### config.mk
export PLATFORM = sky130hd
export DESIGN_NAME = fp_adder_pipe
export DESIGN_NICKNAME = d
export VERILOG_FILES = /design/src/rtl/fp_adder_pipe.sv
export SDC_FILE = /design/constraint.sdc
export NUM_CORES = 1
export LEC_CHECK = 0
export CORE_MARGIN = 5
export CORE_UTILIZATION = 52
export DETAILED_ROUTE_END_ITERATION = 12
export PLACE_DENSITY = 0.75
export SETUP_SLACK_MARGIN = 0.4
export SKIP_LAST_GASP = 1
export SYNTH_ARGS = -nofsm -noshare
export SYNTH_HDL_FRONTEND = slang
export SYNTH_SLANG_ARGS = --single-unit
### constraint.sdc
create_clock -name clk -period 10.9 [get_ports clk]
set_clock_uncertainty 0.2 [all_clocks]
set_input_delay 2.18 -clock clk [delete_from_list [all_inputs] [get_ports clk]]
set_output_delay 2.18 -clock clk [all_outputs]
set_load 0.005 [all_outputs]
### src/rtl/fp_adder_pipe.sv
// rtl/fp_adder_pipe.sv - four-stage pipelined floating-point adder/subtractor
// Ports:
//   clk, rst           : rising-edge clock, synchronous active-high reset
//   in_valid/in_ready  : operand handshake for a, b, op_sub (0 = a+b, 1 = a-b)
//   out_valid/out_ready: result handshake for result, flag_invalid, flag_overflow
// Subnormal inputs and tiny results are flushed to signed zero; rounding is
// round-to-nearest-even.

module fp_adder_pipe #(
  parameter int EXP_W = 8,
  parameter int MAN_W = 23
) (
  input  logic                 clk,
  input  logic                 rst,
  input  logic                 in_valid,
  output logic                 in_ready,
  input  logic [EXP_W+MAN_W:0] a,
  input  logic [EXP_W+MAN_W:0] b,
  input  logic                 op_sub,
  output logic                 out_valid,
  input  logic                 out_ready,
  output logic [EXP_W+MAN_W:0] result,
  output logic                 flag_invalid,
  output logic                 flag_overflow
);
  localparam int W     = 1 + EXP_W + MAN_W;
  localparam int SIG_W = MAN_W + 1;
  localparam int EXT_W = MAN_W + 4;
  localparam int SUM_W = MAN_W + 5;
  localparam int LZ_W  = $clog2(SUM_W + 1);
  localparam int EW2   = EXP_W + 2;
  localparam logic [EXP_W-1:0] SAT_SH = EXP_W'(MAN_W + 3);

  // Pipeline state
  logic               r1_v, r2_v, r3_v, r_out_v;
  logic               r1_sl, r1_ss, r1_inv, r1_inf, r1_infs;
  logic [EXP_W-1:0]   r1_el, r1_es;
  logic [SIG_W-1:0]   r1_ml, r1_ms;
  logic               r2_sl, r2_ss, r2_inv, r2_inf, r2_infs;
  logic [EXP_W-1:0]   r2_el;
  logic [EXT_W-1:0]   r2_ml, r2_ms;
  logic               r3_sign, r3_inv, r3_inf, r3_infs;
  logic [EXP_W-1:0]   r3_el;
  logic [SUM_W-1:0]   r3_sum;
  logic [LZ_W-1:0]    r3_lzc;
  logic [W-1:0]       r_result;
  logic               r_inv, r_ovf;

  // One shared advance enable: the whole pipe freezes while the output is held.
  logic w_adv;
  assign w_adv     = !r_out_v || out_ready;
  assign in_ready  = w_adv;
  assign out_valid = r_out_v;
  assign result    = r_result;
  assign flag_invalid  = r_inv;
  assign flag_overflow = r_ovf;

  // S1: unpack, classify, order by magnitude
  logic [EXP_W-1:0]     w_ea, w_eb;
  logic [MAN_W-1:0]     w_fa, w_fb;
  logic                 w_sa, w_sb, w_a_nan, w_b_nan, w_a_inf, w_b_inf, w_a_zero, w_b_zero, w_swap;
  logic [EXP_W+MAN_W-1:0] w_key_a, w_key_b;
  logic [SIG_W-1:0]     w_sig_a, w_sig_b;
  logic [EXP_W-1:0]     w_exp_a, w_exp_b;

  assign w_ea = a[MAN_W +: EXP_W];
  assign w_eb = b[MAN_W +: EXP_W];
  assign w_fa = a[MAN_W-1:0];
  assign w_fb = b[MAN_W-1:0];
  assign w_sa = a[EXP_W+MAN_W];
  assign w_sb = b[EXP_W+MAN_W] ^ op_sub;
  assign w_a_nan  = (&w_ea) && (|w_fa);
  assign w_b_nan  = (&w_eb) && (|w_fb);
  assign w_a_inf  = (&w_ea) && !(|w_fa);
  assign w_b_inf  = (&w_eb) && !(|w_fb);
  assign w_a_zero = !(|w_ea);
  assign w_b_zero = !(|w_eb);
  // Flushed subnormals compare as zero magnitude.
  assign w_key_a = w_a_zero ? '0 : a[EXP_W+MAN_W-1:0];
  assign w_key_b = w_b_zero ? '0 : b[EXP_W+MAN_W-1:0];
  assign w_swap  = w_key_b > w_key_a;
  assign w_sig_a = w_a_zero ? '0 : {1'b1, w_fa};
  assign w_sig_b = w_b_zero ? '0 : {1'b1, w_fb};
  assign w_exp_a = w_a_zero ? '0 : w_ea;
  assign w_exp_b = w_b_zero ? '0 : w_eb;

  // S2: align the smaller significand, folding shifted-out bits into sticky
  logic [EXP_W-1:0] w_diff;
  logic [EXT_W-1:0] w_ext_s, w_shifted, w_lost_mask, w_al_s;
  logic             w_sticky;

  assign w_diff      = r1_el - r1_es;
  assign w_ext_s     = {r1_ms, 3'b000};
  assign w_shifted   = w_ext_s >> w_diff;
  assign w_lost_mask = ~({EXT_W{1'b1}} << w_diff);
  assign w_sticky    = |(w_ext_s & w_lost_mask);
  assign w_al_s      = (w_diff >= SAT_SH) ? {{(EXT_W-1){1'b0}}, |r1_ms}
                                          : {w_shifted[EXT_W-1:1], w_shifted[0] | w_sticky};

  // S3: effective add/subtract and leading-zero count
  logic [SUM_W-1:0] w_sum;
  logic [LZ_W-1:0]  w_lzc;

  assign w_sum = (r2_sl ^ r2_ss) ? ({1'b0, r2_ml} - {1'b0, r2_ms})
                                 : ({1'b0, r2_ml} + {1'b0, r2_ms});

  always_comb begin
    w_lzc = LZ_W'(SUM_W);
    for (int i = 0; i < SUM_W; i++) begin
      if (w_sum[i]) w_lzc = LZ_W'(SUM_W - 1 - i);
    end
  end

  // S4: normalise so the leading one sits at the carry position, then round
  logic [SUM_W-1:0]       w_norm;
  logic signed [EW2-1:0]  w_exp_n, w_exp_r;
  logic                   w_rup, w_carry;
  logic [SIG_W:0]         w_mant_r;
  logic [MAN_W-1:0]       w_frac;
  logic [W-1:0]           w_res;
  logic                   w_inv, w_ovf;

  assign w_norm   = r3_sum << r3_lzc;
  assign w_exp_n  = $signed({2'b00, r3_el}) + $signed(EW2'(1)) - $signed(EW2'(r3_lzc));
  assign w_rup    = w_norm[3] && (w_norm[2] || (|w_norm[1:0]) || w_norm[4]);
  assign w_mant_r = {1'b0, w_norm[SUM_W-1 -: SIG_W]} + (SIG_W+1)'(w_rup);
  assign w_carry  = w_mant_r[SIG_W];
  assign w_frac   = w_carry ? w_mant_r[SIG_W-1:1] : w_mant_r[MAN_W-1:0];
  assign w_exp_r  = w_exp_n + $signed(EW2'(w_carry));

  always_comb begin
    w_res = '0;
    w_inv = 1'b0;
    w_ovf = 1'b0;
    if (r3_inv) begin
      w_res = {1'b0, {EXP_W{1'b1}}, 1'b1, {(MAN_W-1){1'b0}}};
      w_inv = 1'b1;
    end else if (r3_inf) begin
      w_res = {r3_infs, {EXP_W{1'b1}}, {MAN_W{1'b0}}};
    end else if (r3_sum == '0) begin
      w_res = {r3_sign, {(EXP_W+MAN_W){1'b0}}};
    end else if (w_exp_r[EXP_W+1] || (w_exp_r == '0)) begin
      w_res = {r3_sign, {(EXP_W+MAN_W){1'b0}}};
    end else if (w_exp_r[EXP_W:0] >= {1'b0, {EXP_W{1'b1}}}) begin
      w_res = {r3_sign, {EXP_W{1'b1}}, {MAN_W{1'b0}}};
      w_ovf = 1'b1;
    end else begin
      w_res = {r3_sign, w_exp_r[EXP_W-1:0], w_frac};
    end
  end

  // Valid bits and output register; empty slots load zeros so flags drop with valid.
  always_ff @(posedge clk) begin
    if (rst) begin
      r1_v     <= 1'b0;
      r2_v     <= 1'b0;
      r3_v     <= 1'b0;
      r_out_v  <= 1'b0;
      r_result <= '0;
      r_inv    <= 1'b0;
      r_ovf    <= 1'b0;
    end else if (w_adv) begin
      r1_v     <= in_valid;
      r2_v     <= r1_v;
      r3_v     <= r2_v;
      r_out_v  <= r3_v;
      r_result <= r3_v ? w_res : '0;
      r_inv    <= r3_v && w_inv;
      r_ovf    <= r3_v && w_ovf;
    end
  end

  // Datapath registers need no reset: they are qualified by the valid bits.
  always_ff @(posedge clk) begin
    if (w_adv) begin
      r1_sl   <= w_swap ? w_sb : w_sa;
      r1_ss   <= w_swap ? w_sa : w_sb;
      r1_el   <= w_swap ? w_exp_b : w_exp_a;
      r1_es   <= w_swap ? w_exp_a : w_exp_b;
      r1_ml   <= w_swap ? w_sig_b : w_sig_a;
      r1_ms   <= w_swap ? w_sig_a : w_sig_b;
      r1_inv  <= w_a_nan || w_b_nan || (w_a_inf && w_b_inf && (w_sa != w_sb));
      r1_inf  <= w_a_inf || w_b_inf;
      r1_infs <= w_a_inf ? w_sa : w_sb;

      r2_sl   <= r1_sl;
      r2_ss   <= r1_ss;
      r2_el   <= r1_el;
      r2_ml   <= {r1_ml, 3'b000};
      r2_ms   <= w_al_s;
      r2_inv  <= r1_inv;
      r2_inf  <= r1_inf;
      r2_infs <= r1_infs;

      // An exact zero is negative only when both operands are negative.
      r3_sign <= (w_sum == '0) ? (r2_sl && r2_ss) : r2_sl;
      r3_el   <= r2_el;
      r3_sum  <= w_sum;
      r3_lzc  <= w_lzc;
      r3_inv  <= r2_inv;
      r3_inf  <= r2_inf;
      r3_infs <= r2_infs;
    end
  end

endmodule

# --- Word level (Yosys, flattened, before mapping) ---
# Cells that the tools add are included.
classes:
  n_lt_le_gt_ge: 3
  eq_ne: 1
  n_reduce_logical: 36
  n_bitwise: 5
  muxes: 56
  n_addsub: 7
  shift: 3
ops:
  columns: ["operator", "count"]
  rows:
  - ["31-bit two-way mux", 5]
  - ["24-bit two-way mux", 4]
  - ["32-bit two-way mux", 3]
  - ["28-bit logical NOT", 2]
  - ["5-bit two-way mux", 11]
  - ["23-bit OR reduction", 2]
  - ["4-bit two-way mux", 8]
  - ["8-bit two-way mux", 4]
  - ["31-bit > comparator", 1]
  - ["27-bit by 27-bit adder with 28-bit output", 1]
  - ["28-bit two-way mux", 1]
  - ["28-bit by 5-bit << shifter with 28-bit output", 1]
  - ["27-bit by 27-bit subtractor with 28-bit output", 1]
  - ["27-bit AND", 1]
  - ["27-bit NOT", 1]
  - ["27-bit OR reduction", 1]
  - ["27-bit by 8-bit << shifter with 27-bit output (first input constant)", 1]
  - ["27-bit by 8-bit right shift with 27-bit output", 1]
  - ["24-bit by 1-bit adder with 25-bit output", 1]
  - ["24-bit OR reduction", 1]
  - ["8-bit OR reduction", 3]
  - ["23-bit two-way mux", 1]
  - ["8-bit AND reduction", 2]
  - ["16-bit OR reduction", 1]
  - ["18 further kinds", 53]
word_totals:
  word_cells: 147
  output_inout_bits: 36
  register_bits: 216

# --- Depth between registers and ports, before layout ---
logic_depth:
  word_depth: 29
  mapped_depth: 30

# --- Least setup slack after synthesis ---
# Ideal clock, no wire load.
synth_path:
  path_kind: "input-to-output"
  from: "input port out_ready"
  to: "output port in_ready"
  path_stages: 2
  path_buffers: 0
  arrival_ns: 5.793
  required_ns: 8.520
  setup_slack_ns: 2.727
  cell_sequence: "nor2b_1 > clkinv_1"
synth_via:
  elab_chain_cells: 1
synth_lines:
  columns: ["element", "line_no", "rtl"]
  rows:
  - ["start: declaration", "21", "input logic out_ready,"]
  - ["1-bit logical OR", "51", "assign w_adv = !r_out_v || out_ready;"]
  - ["end: declaration", "16", "output logic in_ready,"]
# Every way passes these cells.

# --- Worst setup path in the final report ---
layout_path:
  from: "register r3_lzc[2]"
  to: "register r_result[3] (netlist: result[3])"
layout_via:
  elab_chain_cells: 14
  elab_cells_between_ends: 18
  classes_between: "3 x add/sub; 1 x order compare; 1 x shift; 7 x mux; 6 x reduce/logical"
layout_lines:
  columns: ["element", "line_no", "rtl"]
  rows:
  - ["start: declaration", "45", "logic [LZ_W-1:0] r3_lzc;"]
  - ["start signal: assignment", "199", "r3_lzc <= w_lzc;"]
  - ["28-bit by 5-bit << shifter with 28-bit output", "123", "assign w_norm = r3_sum << r3_lzc;"]
  - ["2-bit OR reduction", "125", "assign w_rup = w_norm[3] && (w_norm[2] || (|w_norm[1:0]) || w_norm[4]);"]
  - ["1-bit logical OR (2 in a row)", "125", null]
  - ["1-bit logical AND", "125", null]
  - ["24-bit by 1-bit adder with 25-bit output", "126", "assign w_mant_r = {1'b0, w_norm[SUM_W-1 -: SIG_W]} + (SIG_W+1)'(w_rup);"]
  - ["10-bit by 2-bit adder with 10-bit output", "129", "assign w_exp_r = w_exp_n + $signed(EW2'(w_carry));"]
  - ["9-bit by 8-bit greater-or-equal comparator with 1-bit output or 10-bit logical NOT (tied branches)", "144, 142", null]
  - ["31-bit two-way mux or 1-bit logical OR (tied branches)", "144, 142", null]
  - ["31-bit two-way mux *", "142", "end else if (w_exp_r[EXP_W+1] || (w_exp_r == '0)) begin"]
  - ["31-bit two-way mux *", "140", "end else if (r3_sum == '0) begin"]
  - ["32-bit two-way mux *", "138", "end else if (r3_inf) begin"]
  - ["32-bit two-way mux *", "135", "if (r3_inv) begin"]
  - ["32-bit two-way mux *", "167", "r_result <= r3_v ? w_res : '0;"]
  - ["end signal: assignment", "167", null]
  - ["end: declaration", "46", "logic [W-1:0] r_result;"]
# Every way passes the cells marked *; elsewhere a longest branch is shown, timed or not.
# A chain may end at the register's enable or synchronous reset.

==> impl_metrics.ini <==
[route]
wl_per_cell_um = 18.5
drt-total-wl_mm = 40.3
ant_nets = 0
firstDrtPassIters = 5
drc = 0
num_vias = 13300
via_per_inst = 6.13
drt_iter0_markers = 1161

[synth]
ys_warn_count = 0
synth_top_area_share_pct = 32.9
yosysUniqueCellTypes = 90
synth_enable_flop_cells = 178
synth.avg_cell_area_sq_um = 9.52
syn_inst = 1706
yosysSeqAreaShare_pct = 37.6
syn_nets = 1882
synthFlopType = edfxtp_1
async_flop_share_pct = 0
synth_common_cells = edfxtp_1, nand2_1, nor2_1
synth_seq_cells = 216
synth_area_leaders = edfxtp_1, ha_1, dfxtp_1
synth_area_leader_cell = edfxtp_1
synth.most_common_cell = edfxtp_1
syn_area_sq_um = 16200

[timing]
slew_viol_final = 0
fmax_mhz = 142
post-route-min-period_ns = 7.04
finalHoldViolCount = 0
period_share_pct = 64.6
relSlewSlack_pct = 21.6
setup_viol = 0
worst_slew_pin_slew_ns = 1.17
rsz0062_at_grt = no
fin_tns_setup_ns = 0

[run_status]
outcome = complete, no violations

[global_routing]
overflow = 0
antenna_found_initial = 0
grt_max_degree = 78
grt_pass1_vias = 13000
grt_pass1_wl_mm = 66.2
groute.usage.overall_pct = 22.3

[finish]
n_antenna_cell = 0
fin_nets = 1938
fillers = 2652
syn_to_final_growth_pct = 12.6
post_route_cells_drive_above_1_share_pct = 8.26

[critical_path]
cp_data_required_time_ns = 11.17
critPathKind = reg2reg
rrSetupSlack_ns = 3.86
critPathCaptureType = flip-flop
startpoint_type = flip-flop
cp.arrival_ns = 7.31
worstPathMaxFanout = 30

[floorplanning]
pin_count = 105
fp.coreArea_sq_um = 30700
num_rows = 64
initial_utilization_pct = 52.8
die_y_um = 187
dieArea_sq_um = 34900
die_w_um = 187

[cts]
clockBufferDepth = 3
htree_levels = 1
cts_tree = yes
cts_made_buffers = 24
clock-root-buffer = clkbuf_16
ctsHoldBuffers = 0
cts_sinks = 216
path_clk_slew_ns = 0.06
post_cts_buffers = 0
clock_latency_ns = 0.53
cts-resized-gates = 0

[pwr]
powerDensity_nw_per_um2 = 211
leakage_nw = 7.36
finalPower_mw = 3.87
peakVddDrop_mv = 0.140

[worst_hold_path]
min_path_type = reg2reg

[placement]
gp_congestion = 0.948
dp_hpwl_mm = 31.4
portBuffers = 104

[job]
drv_cap = 0
## power breakdown
group          total [mW]  switching (mW)  internal [mW]
Clock               0.774           0.322          0.452
Combinational        1.92            1.12          0.791
Sequential           1.18           0.130           1.05
Total                3.87            1.58           2.29
## metal layers
| metal | vias up | routed length [um] | global-route usage, % |
|---|---|---|---|
| li1 | 6448 | - | - |
| met1 | 6299 | 17100 | 28.6 |
| met2 | 494 | 19500 | 39.0 |
| met3 | 106 | 2200 | 2.90 |
| met4 | 0 | 1530 | 7.99 |
| met5 | - | 0 | 0 |
## state kept, by name, indices dropped and copies added (netlist names), 24 cells and up
signal	flops
r1_ml	24
r1_ms	24
r2_ml	24
r2_ms	27
r3_sum	28
result	32
## cells by family after synthesis
logic type | after synthesis | synth area share (%)
xor+xnor | 59 | 3.18
buf+inv | 212 | 5.39
flops | 216 | 37.6
mux | 146 | 12.1
simple gates | 550 | 16.4
fa+ha+maj | 107 | 8.43
compound gates | 416 | 16.9
## cell usage in the layout, fill, tap and decap left out, types with 41 or more instances in the layout
master           netlist  final
inv_1                116    116
xnor2_1               42     41
ha_1                 103    103
nand2_1              177    177
edfxtp_1             178    178
clkdlybuf4s50_1        0    104
o21ai_0               86     86
mux2i_1               75     75
nor2_1               129    129
nand3_1               43     43
a21oi_1              113    113
## final timing paths
kind | startpoint | endpoint | depth (start not counted)
worst max-delay path | r3_lzc[2] | result[3] | 20
worst min-delay path | r2_inv | r3_inv | 0
worst max register to register | r3_lzc[2] | result[3] | 20
worst min register to register | r2_inv | r3_inv | 0
## stage by stage
step / hold slack, ns / std cells / util [%] / instance area (sq um) / setup slack (ns)
finish: 0.218 / 2176 / 59.5 / 18300 / 3.86
CTS: 0.219 / 2176 / 59.5 / 18300 / 3.95
floorplan: 0.200 / 1706 / - / 16200 / 2.73
detailed placement: 0.205 / 2132 / 57.0 / 17500 / 3.80
global route: 0.222 / 2176 / 59.5 / 18300 / 3.30
global placement: 0.201 / 2132 / 57.0 / 17500 / 3.85
## worst max-delay path, stage by stage (launching register included)
cell	delay, ns
edfxtp_1	0.61
inv_1	0.84
mux2i_1	0.36
nand2_1	0.14
o21ai_0	0.20
a211oi_1	0.55
and3_1	0.38
nand3_2	0.14
fa_1	0.39
inv_1	0.06
ha_1	0.17
a21o_1	0.12
a21o_1	0.16
a211oi_1	0.10
o21bai_1	0.15
a21oi_1	0.09
xnor2_1	0.46
o21bai_1	0.31
or4_1	0.68
nor3b_2	0.60
a32o_1	0.27
## layout make-up
class | count | area [sq um] | area share [%]
multi-input cells | 1278 | 9290 | 50.8
clock buffers | 30 | 654 | 3.58
flip-flops and latches | 216 | 6110 | 33.4
well taps | 396 | 495 | 2.71
repair buffers | 124 | 1190 | 6.51
inverters | 118 | 448 | 2.45
clock inverters | 14 | 114 | 0.622
(Power assumes the default switching activity.)
